--- src/rtl/wb_write_queue_pkg.sv ---
// wb_write_queue_pkg: shared processor widths, zero-register constant and the
// write-back entry type. Revision 1.0
`default_nettype none

package wb_write_queue_pkg;

  localparam int WB_DATA_W = 32;
  localparam int WB_ADDR_W = 5;

  localparam logic [WB_ADDR_W-1:0] ZERO_REG = '0;

  typedef struct packed {
    logic [WB_ADDR_W-1:0] rd;
    logic [WB_DATA_W-1:0] data;
  } wb_entry_t;

endpackage

`default_nettype wire

--- src/rtl/wb_bypass_match.sv ---
// wb_bypass_match: finds the youngest valid queued entry whose destination
// matches idx. Revision 1.0
`default_nettype none

module wb_bypass_match
  import wb_write_queue_pkg::*;
#(
  parameter int DEPTH = 4
) (
  input  wb_entry_t                    entries [DEPTH],
  input  logic [DEPTH-1:0]             valid,
  input  logic [$clog2(DEPTH)-1:0]     head,
  input  logic [WB_ADDR_W-1:0]         idx,
  output logic                         hit,
  output logic [WB_DATA_W-1:0]         data
);

  localparam int PTR_W = $clog2(DEPTH);

  // Walk oldest to youngest so a later match overrides an earlier one.
  always_comb begin
    logic [PTR_W-1:0] slot;
    hit  = 1'b0;
    data = '0;
    slot = '0;
    for (int k = 0; k < DEPTH; k++) begin
      slot = head + PTR_W'(k);
      if (idx != ZERO_REG && valid[slot] && entries[slot].rd == idx) begin
        hit  = 1'b1;
        data = entries[slot].data;
      end
    end
  end

endmodule

`default_nettype wire

--- src/rtl/wb_write_queue.sv ---
// wb_write_queue: circular write-back queue merging ALU and load results into
// one register-file write port, with decode-stage bypass. Revision 1.0
`default_nettype none

module wb_write_queue
  import wb_write_queue_pkg::*;
#(
  parameter int DEPTH  = 4,
  parameter int DATA_W = WB_DATA_W,
  parameter int ADDR_W = WB_ADDR_W
) (
  input  logic                       clk,
  input  logic                       rst_n,
  input  logic                       aluValid,
  input  logic [ADDR_W-1:0]          aluReg,
  input  logic [DATA_W-1:0]          aluData,
  output logic                       aluReady,
  input  logic                       memValid,
  input  logic [ADDR_W-1:0]          memReg,
  input  logic [DATA_W-1:0]          memData,
  output logic                       memReady,
  output logic                       RegWrite,
  output logic [ADDR_W-1:0]          writeReg,
  output logic [DATA_W-1:0]          writeData,
  input  logic [ADDR_W-1:0]          readRegA,
  input  logic [ADDR_W-1:0]          readRegB,
  output logic                       hitA,
  output logic                       hitB,
  output logic [DATA_W-1:0]          bypassA,
  output logic [DATA_W-1:0]          bypassB,
  output logic [$clog2(DEPTH):0]     count
);

  localparam int PTR_W = $clog2(DEPTH);
  localparam int CNT_W = PTR_W + 1;
  localparam logic [CNT_W-1:0] ONE_FREE = CNT_W'(DEPTH - 1);
  localparam logic [CNT_W-1:0] TWO_FREE = CNT_W'(DEPTH - 2);

  // Entry storage follows the package widths; ports are cast onto it.
  wb_entry_t          entries [DEPTH];
  logic [PTR_W-1:0]   head;
  logic [PTR_W-1:0]   tail;
  logic [PTR_W-1:0]   mem_slot;
  logic [CNT_W-1:0]   count_r;
  logic [DEPTH-1:0]   valid;
  logic               alu_acc, mem_acc, alu_enq, mem_enq, pop;
  logic               hit_a, hit_b;
  logic [WB_DATA_W-1:0] data_a, data_b;

  assign aluReady = (count_r <= ONE_FREE);
  assign memReady = aluValid ? (count_r <= TWO_FREE) : (count_r <= ONE_FREE);

  // Nothing is accepted while reset is held, whatever the ready lines show.
  assign alu_acc  = rst_n && aluValid && aluReady;
  assign mem_acc  = rst_n && memValid && memReady;
  assign alu_enq  = alu_acc && (WB_ADDR_W'(aluReg) != ZERO_REG);
  assign mem_enq  = mem_acc && (WB_ADDR_W'(memReg) != ZERO_REG);
  assign pop      = (count_r != '0);
  assign mem_slot = tail + PTR_W'(alu_enq);

  always_ff @(posedge clk) begin
    if (!rst_n) begin
      head    <= '0;
      tail    <= '0;
      count_r <= '0;
    end else begin
      head    <= head + PTR_W'(pop);
      tail    <= tail + PTR_W'(alu_enq) + PTR_W'(mem_enq);
      count_r <= count_r + CNT_W'(alu_enq) + CNT_W'(mem_enq) - CNT_W'(pop);
    end
  end

  always_ff @(posedge clk) begin
    if (alu_enq) entries[tail]     <= '{rd: WB_ADDR_W'(aluReg), data: WB_DATA_W'(aluData)};
    if (mem_enq) entries[mem_slot] <= '{rd: WB_ADDR_W'(memReg), data: WB_DATA_W'(memData)};
  end

  // A slot is live when its distance from head is below the occupancy.
  always_comb begin
    valid = '0;
    for (int i = 0; i < DEPTH; i++) begin
      valid[i] = ({1'b0, PTR_W'(i) - head} < count_r);
    end
  end

  assign count     = count_r;
  assign RegWrite  = pop;
  assign writeReg  = ADDR_W'(entries[head].rd);
  assign writeData = DATA_W'(entries[head].data);

  wb_bypass_match #(.DEPTH(DEPTH)) u_bypass_a (
    .entries (entries),
    .valid   (valid),
    .head    (head),
    .idx     (WB_ADDR_W'(readRegA)),
    .hit     (hit_a),
    .data    (data_a)
  );

  wb_bypass_match #(.DEPTH(DEPTH)) u_bypass_b (
    .entries (entries),
    .valid   (valid),
    .head    (head),
    .idx     (WB_ADDR_W'(readRegB)),
    .hit     (hit_b),
    .data    (data_b)
  );

  assign hitA    = hit_a;
  assign hitB    = hit_b;
  assign bypassA = DATA_W'(data_a);
  assign bypassB = DATA_W'(data_b);

endmodule

`default_nettype wire

--- config.mk ---
export PLATFORM = sky130hd
export DESIGN_NAME = wb_write_queue
export DESIGN_NICKNAME = d
export VERILOG_FILES = /design/src/rtl/wb_write_queue_pkg.sv /design/src/rtl/wb_bypass_match.sv /design/src/rtl/wb_write_queue.sv
export SDC_FILE = /design/constraint.sdc
export NUM_CORES = 1
export LEC_CHECK = 0
export CORE_MARGIN = 4
export CORE_UTILIZATION = 55
export CTS_CLUSTER_SIZE = 14
export DETAILED_ROUTE_END_ITERATION = 8
export PLACE_DENSITY = 0.8
export SETUP_SLACK_MARGIN = 0.05
export SYNTH_ARGS = -nofsm -noshare
export SYNTH_HDL_FRONTEND = slang
export SYNTH_SLANG_ARGS = --single-unit
export TNS_END_PERCENT = 50
--- constraint.sdc ---
create_clock -name clk -period 5.47 [get_ports clk]
set_input_delay 0.547 -clock clk [delete_from_list [all_inputs] [get_ports clk]]
set_output_delay 0.547 -clock clk [all_outputs]
set_load 0.05 [all_outputs]
### Word level (Yosys, flattened, before mapping)

Index checks and enable logic that the tools add are counted.

| word-level totals | value |
|---|---|
| register bits | 155 |
| word-level logic and storage cells | 130 |

| operators by class | value |
|---|---|
| add/subtract/negate cells | 13 |
| magnitude comparators | 18 |
| equal/unequal tests | 8 |
| mux-type cells | 45 |
| bitwise operators | 6 |
| reduce and logical (&&, ||, !) cells | 29 |

Operator list:

| cell | count |
|---|---|
| $mux 37 | 10 |
| $bmux 37 s2 | 4 |
| $bwmux 148 | 2 |
| $mux 148 | 2 |
| $mux 32 | 8 |
| $demux 37 s2 | 2 |
| $eq 5x5->1 | 8 |
| $logic_and 1x1->1 | 24 |
| $reduce_bool 5->1 | 4 |
| $ge 3x3->1 const B | 6 |
| $not 2->3 | 6 |
| $mux 1 | 13 |
| $lt 2x3->1 | 4 |
| $lt 2x3->1 const B | 4 |
| $bmux 1 s2 | 4 |
| $add 2x1->2 | 3 |
| $add 3x1->3 | 2 |
| $le 3x2->1 const B | 2 |
| $lt 3x1->1 const B | 2 |
| $add 2x2->2 const B | 2 |
| $sub 1x2->2 const A | 2 |
| $sub 2x2->2 const A | 2 |
| $reduce_bool 3->1 | 1 |
| $sub 3x1->3 | 1 |
| $add 2x1->2 const B | 1 |

### Longest topological paths before layout

Gate-level depths: netlist of run 1.

| logic depth | value |
|---|---|
| depth after elaboration | 11 |
| mapped depth | 19 |

### Cells and area by module

Synthesis of run 1 repeated with hierarchy kept, for this count alone.

| unflattened totals | value |
|---|---|
| cell total of the unflattened synthesis | 1711 |
| area, all modules | 16792.4 um^2 |

Modules (own cells, without submodules):

| module | times used | cells an instance | area an instance (um^2) | sequential area each (um^2) |
|---|---|---|---|---|
| wb_bypass_match | 2 | 554 | 4307.9 | 0.0 |
| wb_write_queue | 1 | 603 | 8176.6 | 3103.0 |

### Worst setup path after synthesis of run 1

OpenSTA, ideal clock, no wires.

| timing path | value |
|---|---|
| kind | register to output |
| start point | register head[0] |
| end point | output port bypassA[30] |
| arrival time | 5040 ps |
| required time | 4923 ps |
| setup slack | -117 ps |
| stages on the path, launching flop included | 18 |
| buffers on the path | 7 |
| cell sequence | dfxtp_1 > buf_6 > buf_6 > buf_6 > buf_2 > buf_1 > buf_2 > buf_1 > xnor2_1 > inv_1 > ha_1 > or2_2 > o211a_1 > a211oi_1 > nor2_1 > or4b_4 > o211a_1 > o31ai_1 |

| between the ends | value |
|---|---|
| longest elaborated chain between the ends | 10 |
| elaborated cells between the ends (all ways) | 51 |
| those cells by class | add/sub (7); order compare (4); eq/ne (4); mux (24); bitwise (4); reduce/logical (8) |

Ends and longest elaborated chain:

| item | RTL line | source |
|---|---|---|
| start, declared | wb_write_queue.sv:41 | `logic [PTR_W-1:0] head;` |
| start signal, assigned | wb_write_queue.sv:67 | `head <= head + PTR_W'(pop);` |
| $sub 1x2->2, or another cell as far along | wb_write_queue.sv:82 | `valid[i] = ({1'b0, PTR_W'(i) - head} < count_r);` |
| $lt 2x3->1, or another cell as far along | wb_write_queue.sv:82 |  |
| $bmux 1 s2, or another cell as far along | wb_bypass_match.sv:28 | `if (idx != ZERO_REG && valid[slot] && entries[slot].rd == idx) begin` |
| $mux 1 (implied by the code), or another cell as far along | wb_bypass_match.sv:28 |  |
| $logic_and 1x1->1, or another cell as far along | wb_bypass_match.sv:28 |  |
| $logic_and 1x1->1 / $eq 5x5->1 (equally long branches) | wb_bypass_match.sv:28 |  |
| $mux 32 / $logic_and 1x1->1 (equally long branches) | wb_bypass_match.sv:28 |  |
| $mux 32 (2 in a row) | wb_bypass_match.sv:28 |  |
| $mux 32 (*) | wb_bypass_match.sv:28 |  |
| end, declared | wb_write_queue.sv:29 | `output logic [DATA_W-1:0] bypassA,` |

Every way passes the cells marked *; elsewhere a longest branch is shown, timed or not. The select of a mux whose other input is x is not followed.

### Worst setup path after layout of run 1

Same ends and word-level chain as after synthesis.

==> flow_summary.json, run 1 <==
{
  "routed-via-count": 13264,
  "r2r_start": "count[2]$_SDFF_PN0_",
  "dr.pass1.iters": 7,
  "clock_path_buffers": 2,
  "layout-drive-gt1-share_pct": 14.7,
  "synth_fp_nets": 1762,
  "final_util_pct": 70.9,
  "hold_path_class": "reg -> reg",
  "drt_wl_total_mm": 42.2,
  "setup_violations": 0,
  "yosysTopAreaCellShare_pct": 23.9,
  "die_h_um": 162,
  "insertion_delay_ns": 0.43,
  "path_class": "reg -> out",
  "ir_drop_uv": 602,
  "grt_max_degree": 91,
  "critical_path_required_ns": 4.92,
  "clock_sinks": 155,
  "die-area_um2": 26100,
  "crit-reg2reg-capture": "entries[134]$_DFF_P_",
  "grt.total_usage_pct": 31.1,
  "worst_slew_pin_slew_ns": 1.18,
  "fmax_mhz": 201,
  "syn_area_um2": 13000,
  "core_um2": 22900,
  "cts_resized": 0,
  "cts_max_level": 4,
  "antenna_found_initial": 1,
  "ys_ff_latch": 155,
  "reg2reg_depth": 8,
  "cts_tree": "yes",
  "max-cap-violations": 0,
  "synth_ff_type": "dfxtp_1",
  "die_w_um": 162,
  "worstHoldPathCells": 2,
  "hold_viol_final": 0,
  "slew_violations": 0,
  "synth-edff-count": 0,
  "ys_async_sr_fraction_pct": 0,
  "placed_area_um2": 15700,
  "grt.overflow.total": 0,
  "row_count": 55,
  "start_util_pct": 56.6,
  "worstHoldStart": "entries[95]$_DFF_P_",
  "vias_per_cell": 6.35,
  "grt_pass1_vias": 12881,
  "synth_cells": 1662,
  "fin_crit_sh_pct": 90.7,
  "outcome": "finished, final reports clean",
  "cts_buffers": 17,
  "wl_per_cell_um": 20.2,
  "dp_hpwl_mm": 28.4,
  "route.detailed.drc": 0,
  "worstPathMaxFanout": 62,
  "syn_to_final_growth_pct": 25.2,
  "tns_ns": 0,
  "rrSetupSlack_ns": 1.73,
  "powerDensity_nw_per_um2": 742,
  "min_to": "entries[95]$_DFF_P_",
  "critPathCaptureType": "output port",
  "holdBufCountCts": 0,
  "yosysSeqAreaShare_pct": 23.9,
  "syn_area_per_cell_um2": 7.80,
  "clock_skew_ns": 0.0120,
  "fin_crit_ns": 4.96,
  "post-cts-setup-buffers": 0,
  "pin_count": 197,
  "rsz0062_at_grt": "no",
  "clockRootBuffer": "clkbuf_16",
  "numPortBuffers": 196,
  "maxSlewHeadroom_pct": 20.9,
  "arrival_ns": 4.42,
  "start_kind": "flop",
  "final_common_cell": "mux2i_1",
  "drtAntennaViolNets": 0,
  "synthTopCellsByArea": "dfxtp_1, mux2i_1, a21oi_1",
  "path_clk_slew_ns": 0.07,
  "layout_common_cells": "mux2i_1, nor2_1, a21oi_1, dfxtp_1, clkdlybuf4s50_1",
  "grt_pass1_wl_mm": 66.5,
  "gp_congestion": 0.975,
  "dr.first_iter.drc_count": 1422,
  "fillers": 1740,
  "yosys_warnings": 0,
  "p_leak_nw": 5.98,
  "synth_largest_area_cell": "dfxtp_1",
  "stdcell_area_um2": 16200,
  "nNetsFinal": 1861,
  "synthDistinctLibCells": 66
}
[worst max-delay path by stage]
stage,startpoint,endpoint,slack (ns),depth (start not counted)
4_1_cts,head[0]$_SDFF_PN0_,bypassA[30],0.57,9
5_1_grt,head[0]$_SDFF_PN0_,bypassA[30],0.36,9
3_5_place_dp,head[0]$_SDFF_PN0_,bypassA[30],1.06,9
2_1_floorplan,head[0]$_SDFF_PN0_,bypassB[15],0.009,19
6_report,head[0]$_SDFF_PN0_,bypassA[30],0.51,9
3_3_place_gp,head[0]$_SDFF_PN0_,bypassA[30],1.11,9
[flip-flops by register name, indices dropped and copies added, names as in the netlist]
signal and count:
head 2, count 3, tail 2, entries 148
[synthesized netlist by cell type (17+ instances only)]
cell and n:
mux2i_1 222, nor2_1 208, a21oi_1 170, dfxtp_1 155, nand2_1 122, o21ai_0 114, clkbuf_1 81, mux2_2 67
nand2b_1 56, buf_2 44, inv_1 44, nor3_1 38, xnor2_1 34, a31oi_1 32, nor3b_1 30, o21ai_1 30
o221a_1 28, a211oi_1 19, a211oi_2 17, mux4_2 17
[critical path, stage by stage, from the launching register on]
cell and delay [ns]:
dfxtp_4 0.57, buf_4 0.50, inv_4 0.34, o311ai_0 0.55, and3_1 0.25, nor2_1 0.08, or4b_4 0.81, o211a_1 0.32
o31ai_2 0.32, buf_12 0.18
[metal layers]
metal	share of wire, %	track usage (%)	vias to the layer above
met5	0	0	-
met4	3.6	14.9	0
met3	9.8	6.33	136
met2	47	51.9	800
met1	40	38.6	6203
li1	-	-	6125
[area by class of cell]
cell class,instances,area [um2],area share [%]
Clock inverter,13,133,0.816
Clock buffer,19,443,2.73
Inverter,45,171,1.06
Tap cell,313,392,2.41
Timing Repair Buffer,229,2860,17.6
Antenna cell,1,2.50,0.0154
Multi-Input combinational cell,1313,9140,56.2
Sequential cell,155,3110,19.1
[power breakdown]
group	leakage, nW	switching [W]	total (W)	internal, W
clock	0.283	0.000535	0.00119	0.000652
combinational	4.40	0.00519	0.00871	0.00352
sequential	1.30	0.000507	0.00216	0.00166
total	5.98	0.00623	0.0121	0.00583
[cell families after synthesis]
kind of cell / Yosys count / synth area share [%]
mux: 308 / 26.1
compound gates: 442 / 21.0
flops: 155 / 23.9
xor+xnor: 48 / 3.24
simple gates: 503 / 18.1
buf+inv: 194 / 6.46
fa+ha+maj: 12 / 1.22
[stage by stage]
step                cells  power, W  hold slack, ns  setup WS (ns)
floorplan            1662   0.00797           0.522        0.00888
global route         2088    0.0127           0.583          0.361
finish               2088    0.0121           0.552          0.506
global placement     2055    0.0105           0.533           1.11
CTS                  2087    0.0120           0.552          0.574
detailed placement   2055    0.0107           0.543           1.06
Note: power is estimated with default switching activity, not from simulation.
==> inputs of run 2 (changes only) <==
CAP_MARGIN = 20   (was unset)
clock period = 6.43 ns   (was 5.47 ns; I/O delays follow)
==> run 2 against run 1 <==
Effect of this change:
- clock power is 15% lower
- first-iteration DRC count shrank 21%
- critical path depth down 1
- global-route usage is 0.16 points higher
- sequential power shrank 12%
- setup slack gained 0.046 ns
- non-clock buffer count down 12
- final cell count decreased by 0.57%
- sequential cell count is the same
- core utilization fell by 3.3 points
- hold slack better by 0.0037 ns
==> flow_summary.json, run 2 (synthesis gave the netlist of run 1 again) <==
{
  "drt_wl_total_mm": 42.0,
  "final_common_cell": "mux2i_1",
  "holdBufCountCts": 0,
  "syn_to_final_growth_pct": 19.5,
  "fmax_mhz": 170,
  "p_leak_nw": 5.61,
  "path_class": "reg -> out",
  "setup_violations": 0,
  "row_count": 55,
  "gp_congestion": 0.965,
  "fin_crit_ns": 5.88,
  "ir_drop_uv": 479,
  "cp_slowest_stage_delay_ns": 0.92,
  "critPathCaptureType": "output port",
  "vias_per_cell": 6.30,
  "outcome": "finished, final reports clean",
  "layout_common_cells": "mux2i_1, nor2_1, clkdlybuf4s50_1, a21oi_1, dfxtp_1",
  "tns_ns": 0,
  "cts_buffers": 17,
  "worstPathMaxFanout": 76,
  "grt.total_usage_pct": 31.3,
  "layout-drive-gt1-share_pct": 10.2,
  "dr.first_iter.drc_count": 1119,
  "hold_path_class": "reg -> reg",
  "grt.overflow.total": 0,
  "numPortBuffers": 196,
  "cts_resized": 0,
  "insertion_delay_ns": 0.44,
  "path_cells": "mux4_2 -> xor2_1 -> nor4_1 -> o21ai_1 -> nor2_4 -> a31oi_1 -> a211oi_1 -> clkdlybuf4s50_1",
  "grt_pass1_wl_mm": 67.0,
  "start_util_pct": 56.6,
  "core_um2": 22900,
  "start_kind": "flop",
  "max-cap-violations": 0,
  "clock_path_buffers": 2,
  "worst_slew_pin_slew_ns": 1.02,
  "routed-via-count": 13082,
  "route.detailed.drc": 0,
  "grt_max_degree": 86,
  "dp_hpwl_mm": 27.6,
  "hold_viol_final": 0,
  "die_h_um": 162,
  "grtUsageMet3_pct": 6.51,
  "arrival_ns": 5.24,
  "clock_sinks": 155,
  "slowest_stage": "dfxtp_4",
  "grt_use_met1_pct": 39.5,
  "fin_crit_sh_pct": 91.4,
  "wl_per_cell_um": 20.2,
  "drtAntennaViolNets": 0,
  "powerDensity_nw_per_um2": 626,
  "regMostFlops": "entries",
  "rsz0062_at_grt": "no",
  "post-cts-setup-buffers": 0,
  "clockRootBuffer": "clkbuf_16",
  "die-area_um2": 26100,
  "pin_count": 197,
  "cts_max_level": 4,
  "critical_path_required_ns": 5.79,
  "clock_skew_ns": 0.0121,
  "largest_reg_flops": 148,
  "slew_violations": 0,
  "grt_pass1_vias": 12962,
  "maxSlewHeadroom_pct": 31.6,
  "path_clk_slew_ns": 0.07,
  "nNetsFinal": 1849,
  "antenna_found_initial": 1,
  "busiest_layer": "met2",
  "dr.pass1.iters": 5,
  "cts_tree": "yes",
  "die_w_um": 162,
  "use_met2_pct": 51.6,
  "final_util_pct": 67.6
}
-- run 2: worst paths after layout --
kind,slack (ns),start,depth (start not counted),end
max reg2reg,2.60,count[2]$_SDFF_PN0_,9,entries[49]$_DFF_P_
min,0.56,entries[121]$_DFF_P_,2,entries[121]$_DFF_P_
min reg2reg,0.56,entries[121]$_DFF_P_,2,entries[121]$_DFF_P_
max,0.55,head[0]$_SDFF_PN0_,8,bypassB[11]
-- run 2: power by group --
group	leakage [nW]	internal, W	switching (W)
clock network	0.284	0.000533	0.000476
logic	4.03	0.00256	0.00423
registers	1.30	0.00141	0.000501
-- run 2: worst max-delay path, delay by kind of cell, from the launching register on --
kind	cells	cell delay, ns
muxes	1	0.67
DFF	1	0.92
xor gates and xnor gates	1	0.17
AOI/OAI and AO/OA	3	0.77
and+or+nand+nor	2	1.37
buffers and inverters	1	0.88
-- run 2: final cells by class --
| cell class | instances | area [um2] |
|---|---|---|
| Multi-Input combinational cell | 1313 | 9120 |
| Sequential cell | 155 | 3110 |
| Inverter | 45 | 171 |
| Clock inverter | 14 | 126 |
| Antenna cell | 1 | 2.50 |
| Fill cell | 1922 | 7420 |
| Timing Repair Buffer | 217 | 2130 |
| Tap cell | 313 | 392 |
| Clock buffer | 18 | 450 |
-- run 2: through the flow --
| stage | worst slack, ns | instances | area [um2] | hold slack [ns] | power (W) |
|---|---|---|---|---|---|
| finish | 0.552 | 2076 | 15500 | 0.555 | 0.00970 |
| global route | 0.295 | 2076 | 15500 | 0.582 | 0.0103 |
| CTS | 0.653 | 2074 | 15500 | 0.554 | 0.00960 |
| detailed placement | 1.12 | 2042 | 14900 | 0.544 | 0.00856 |
| global placement | 1.17 | 2042 | 14900 | 0.534 | 0.00842 |
| floorplan | 0.747 | 1662 | 13000 | 0.522 | 0.00676 |
-- run 2: routing by layer --
metal / part of all wire, % / wire length, um / up-vias
met1: 41 / 17100 / 6098
li1: - / - / 6116
met5: 0 / 0 / -
met4: 3.6 / 1510 / 0
met2: 46 / 19300 / 746
met3: 9.8 / 4110 / 122
==> inputs of run 3 (changes only) <==
CORE_ASPECT_RATIO = 0.8   (was unset)
==> run 3 against run 2 <==
Effect of this change:
- hold slack better by 0.00053 ns
- wire length up 1.9%
- clock power is 4% higher
- critical path type unchanged
- die area barely moved
- final cell count down 0.14%
- core utilization grew 0.38 points
- fmax rose by 1.7%
- largest power group unchanged
- sequential cell count is the same
- cell area barely moved
- non-clock buffer count rose by 5
- critical path depth up 2
- setup slack better by 0.098 ns
==> flow_summary.json, run 3 (synthesis gave the netlist of run 1 again) <==
{
  "core_um2": 22800,
  "rsz0062_at_grt": "no",
  "cts_max_level": 4,
  "final_common_cell": "mux2i_1",
  "regMostFlops": "entries",
  "critical_path_required_ns": 5.79,
  "gp_congestion": 0.962,
  "cts_tree": "yes",
  "holdBufCountCts": 0,
  "numPortBuffers": 196,
  "clock_sinks": 155,
  "nNetsFinal": 1854,
  "drt_wl_total_mm": 42.8,
  "powerDensity_nw_per_um2": 631,
  "cts_buffers": 17,
  "vias_per_cell": 6.33,
  "holdWs_ns": 0.556,
  "slew_violations": 0,
  "dr.first_iter.drc_count": 1397,
  "fmax_mhz": 173,
  "grt.overflow.total": 0,
  "arrival_ns": 5.14,
  "clockRootBuffer": "clkbuf_16",
  "syn_to_final_growth_pct": 19.6,
  "grt_pass1_vias": 12810,
  "die_w_um": 180,
  "ir_drop_uv": 475,
  "worst_slew_pin_slew_ns": 1.18,
  "fin_crit_ns": 5.78,
  "row_count": 49,
  "largest_reg_flops": 148,
  "hold_viol_final": 0,
  "start_util_pct": 56.9,
  "drtAntennaViolNets": 0,
  "insertion_delay_ns": 0.44,
  "max-cap-violations": 0,
  "maxSlewHeadroom_pct": 21.4,
  "pin_count": 197,
  "layout_common_cells": "mux2i_1, nor2_1, clkdlybuf4s50_1, a21oi_1, dfxtp_1",
  "cts_resized": 0,
  "hold_path_class": "reg -> reg",
  "die_h_um": 145,
  "critPathCaptureType": "output port",
  "wl_per_cell_um": 20.6,
  "dp_hpwl_mm": 28.6,
  "start_kind": "flop",
  "path_class": "reg -> out",
  "post-cts-setup-buffers": 0,
  "fin_crit_sh_pct": 89.9,
  "grt_max_degree": 109,
  "outcome": "finished, final reports clean",
  "grt.total_usage_pct": 31.3,
  "routed-via-count": 13125,
  "dr.pass1.iters": 5,
  "setup_violations": 0,
  "layout-drive-gt1-share_pct": 10.5,
  "grt_pass1_wl_mm": 67.9,
  "worstPathMaxFanout": 60,
  "route.detailed.drc": 0,
  "insertedDiodeCount": 0,
  "antenna_found_initial": 2,
  "clock_path_buffers": 2,
  "tns_ns": 0,
  "p_leak_nw": 5.63,
  "die-area_um2": 26100,
  "clock_skew_ns": 0.0105,
  "path_clk_slew_ns": 0.08
}
## run 3: final cells by class
class | instances | area (um2)
Clock buffer | 17 | 425
Fill cell | 1930 | 7300
Timing Repair Buffer | 222 | 2150
Sequential cell | 155 | 3110
Inverter | 45 | 171
Clock inverter | 15 | 170
Tap cell | 306 | 383
Multi-Input combinational cell | 1313 | 9100
## run 3: where the power goes
| group | total [W] | internal (W) | switching (W) |
|---|---|---|---|
| Clock | 0.00105 | 0.000556 | 0.000490 |
| Sequential | 0.00188 | 0.00141 | 0.000475 |
| Combinational | 0.00686 | 0.00256 | 0.00430 |
| Total | 0.00979 | 0.00452 | 0.00527 |
## run 3: final timing paths
path	from	end	slack, ns	depth (start not counted)
setup / recovery	head[1]$_SDFF_PN0_	bypassB[13]	0.65	10
setup reg to reg	count[2]$_SDFF_PN0_	entries[92]$_DFF_P_	2.77	10
hold reg to reg	entries[79]$_DFF_P_	entries[79]$_DFF_P_	0.56	2
hold / removal	entries[79]$_DFF_P_	entries[79]$_DFF_P_	0.56	2
## run 3: layer usage
layer | GRT usage [%] | vias up | share of wire [%]
met5 | 0 | - | 0.075
met3 | 7.90 | 90 | 10
met2 | 48.7 | 720 | 44
met1 | 42.9 | 6190 | 43
met4 | 9.79 | 4 | 2.5
li1 | - | 6121 | -
## run 3: through the flow
stage | power [W] | instance area [um2] | util (%) | cells | worst slack (ns)
after floorplan | 0.00676 | 13000 | - | 1662 | 0.747
after global placement | 0.00847 | 14900 | 65.4 | 2041 | 1.31
after detailed placement | 0.00860 | 14900 | 65.4 | 2041 | 1.21
after CTS | 0.00968 | 15500 | 68.0 | 2073 | 0.736
after global routing | 0.0103 | 15500 | 68.0 | 2073 | 0.516
final | 0.00979 | 15500 | 68.0 | 2073 | 0.650
## run 3: worst max-delay path, stage by stage (launching register included)
cell,delay [ns]
dfxtp_4,0.89
xnor2_1,0.22
inv_1,0.07
ha_1,0.28
a21oi_1,0.17
a22oi_1,0.13
o221a_2,0.37
nor4_4,0.83
nor2_4,0.42
a211oi_1,0.42
clkdlybuf4s50_1,0.87
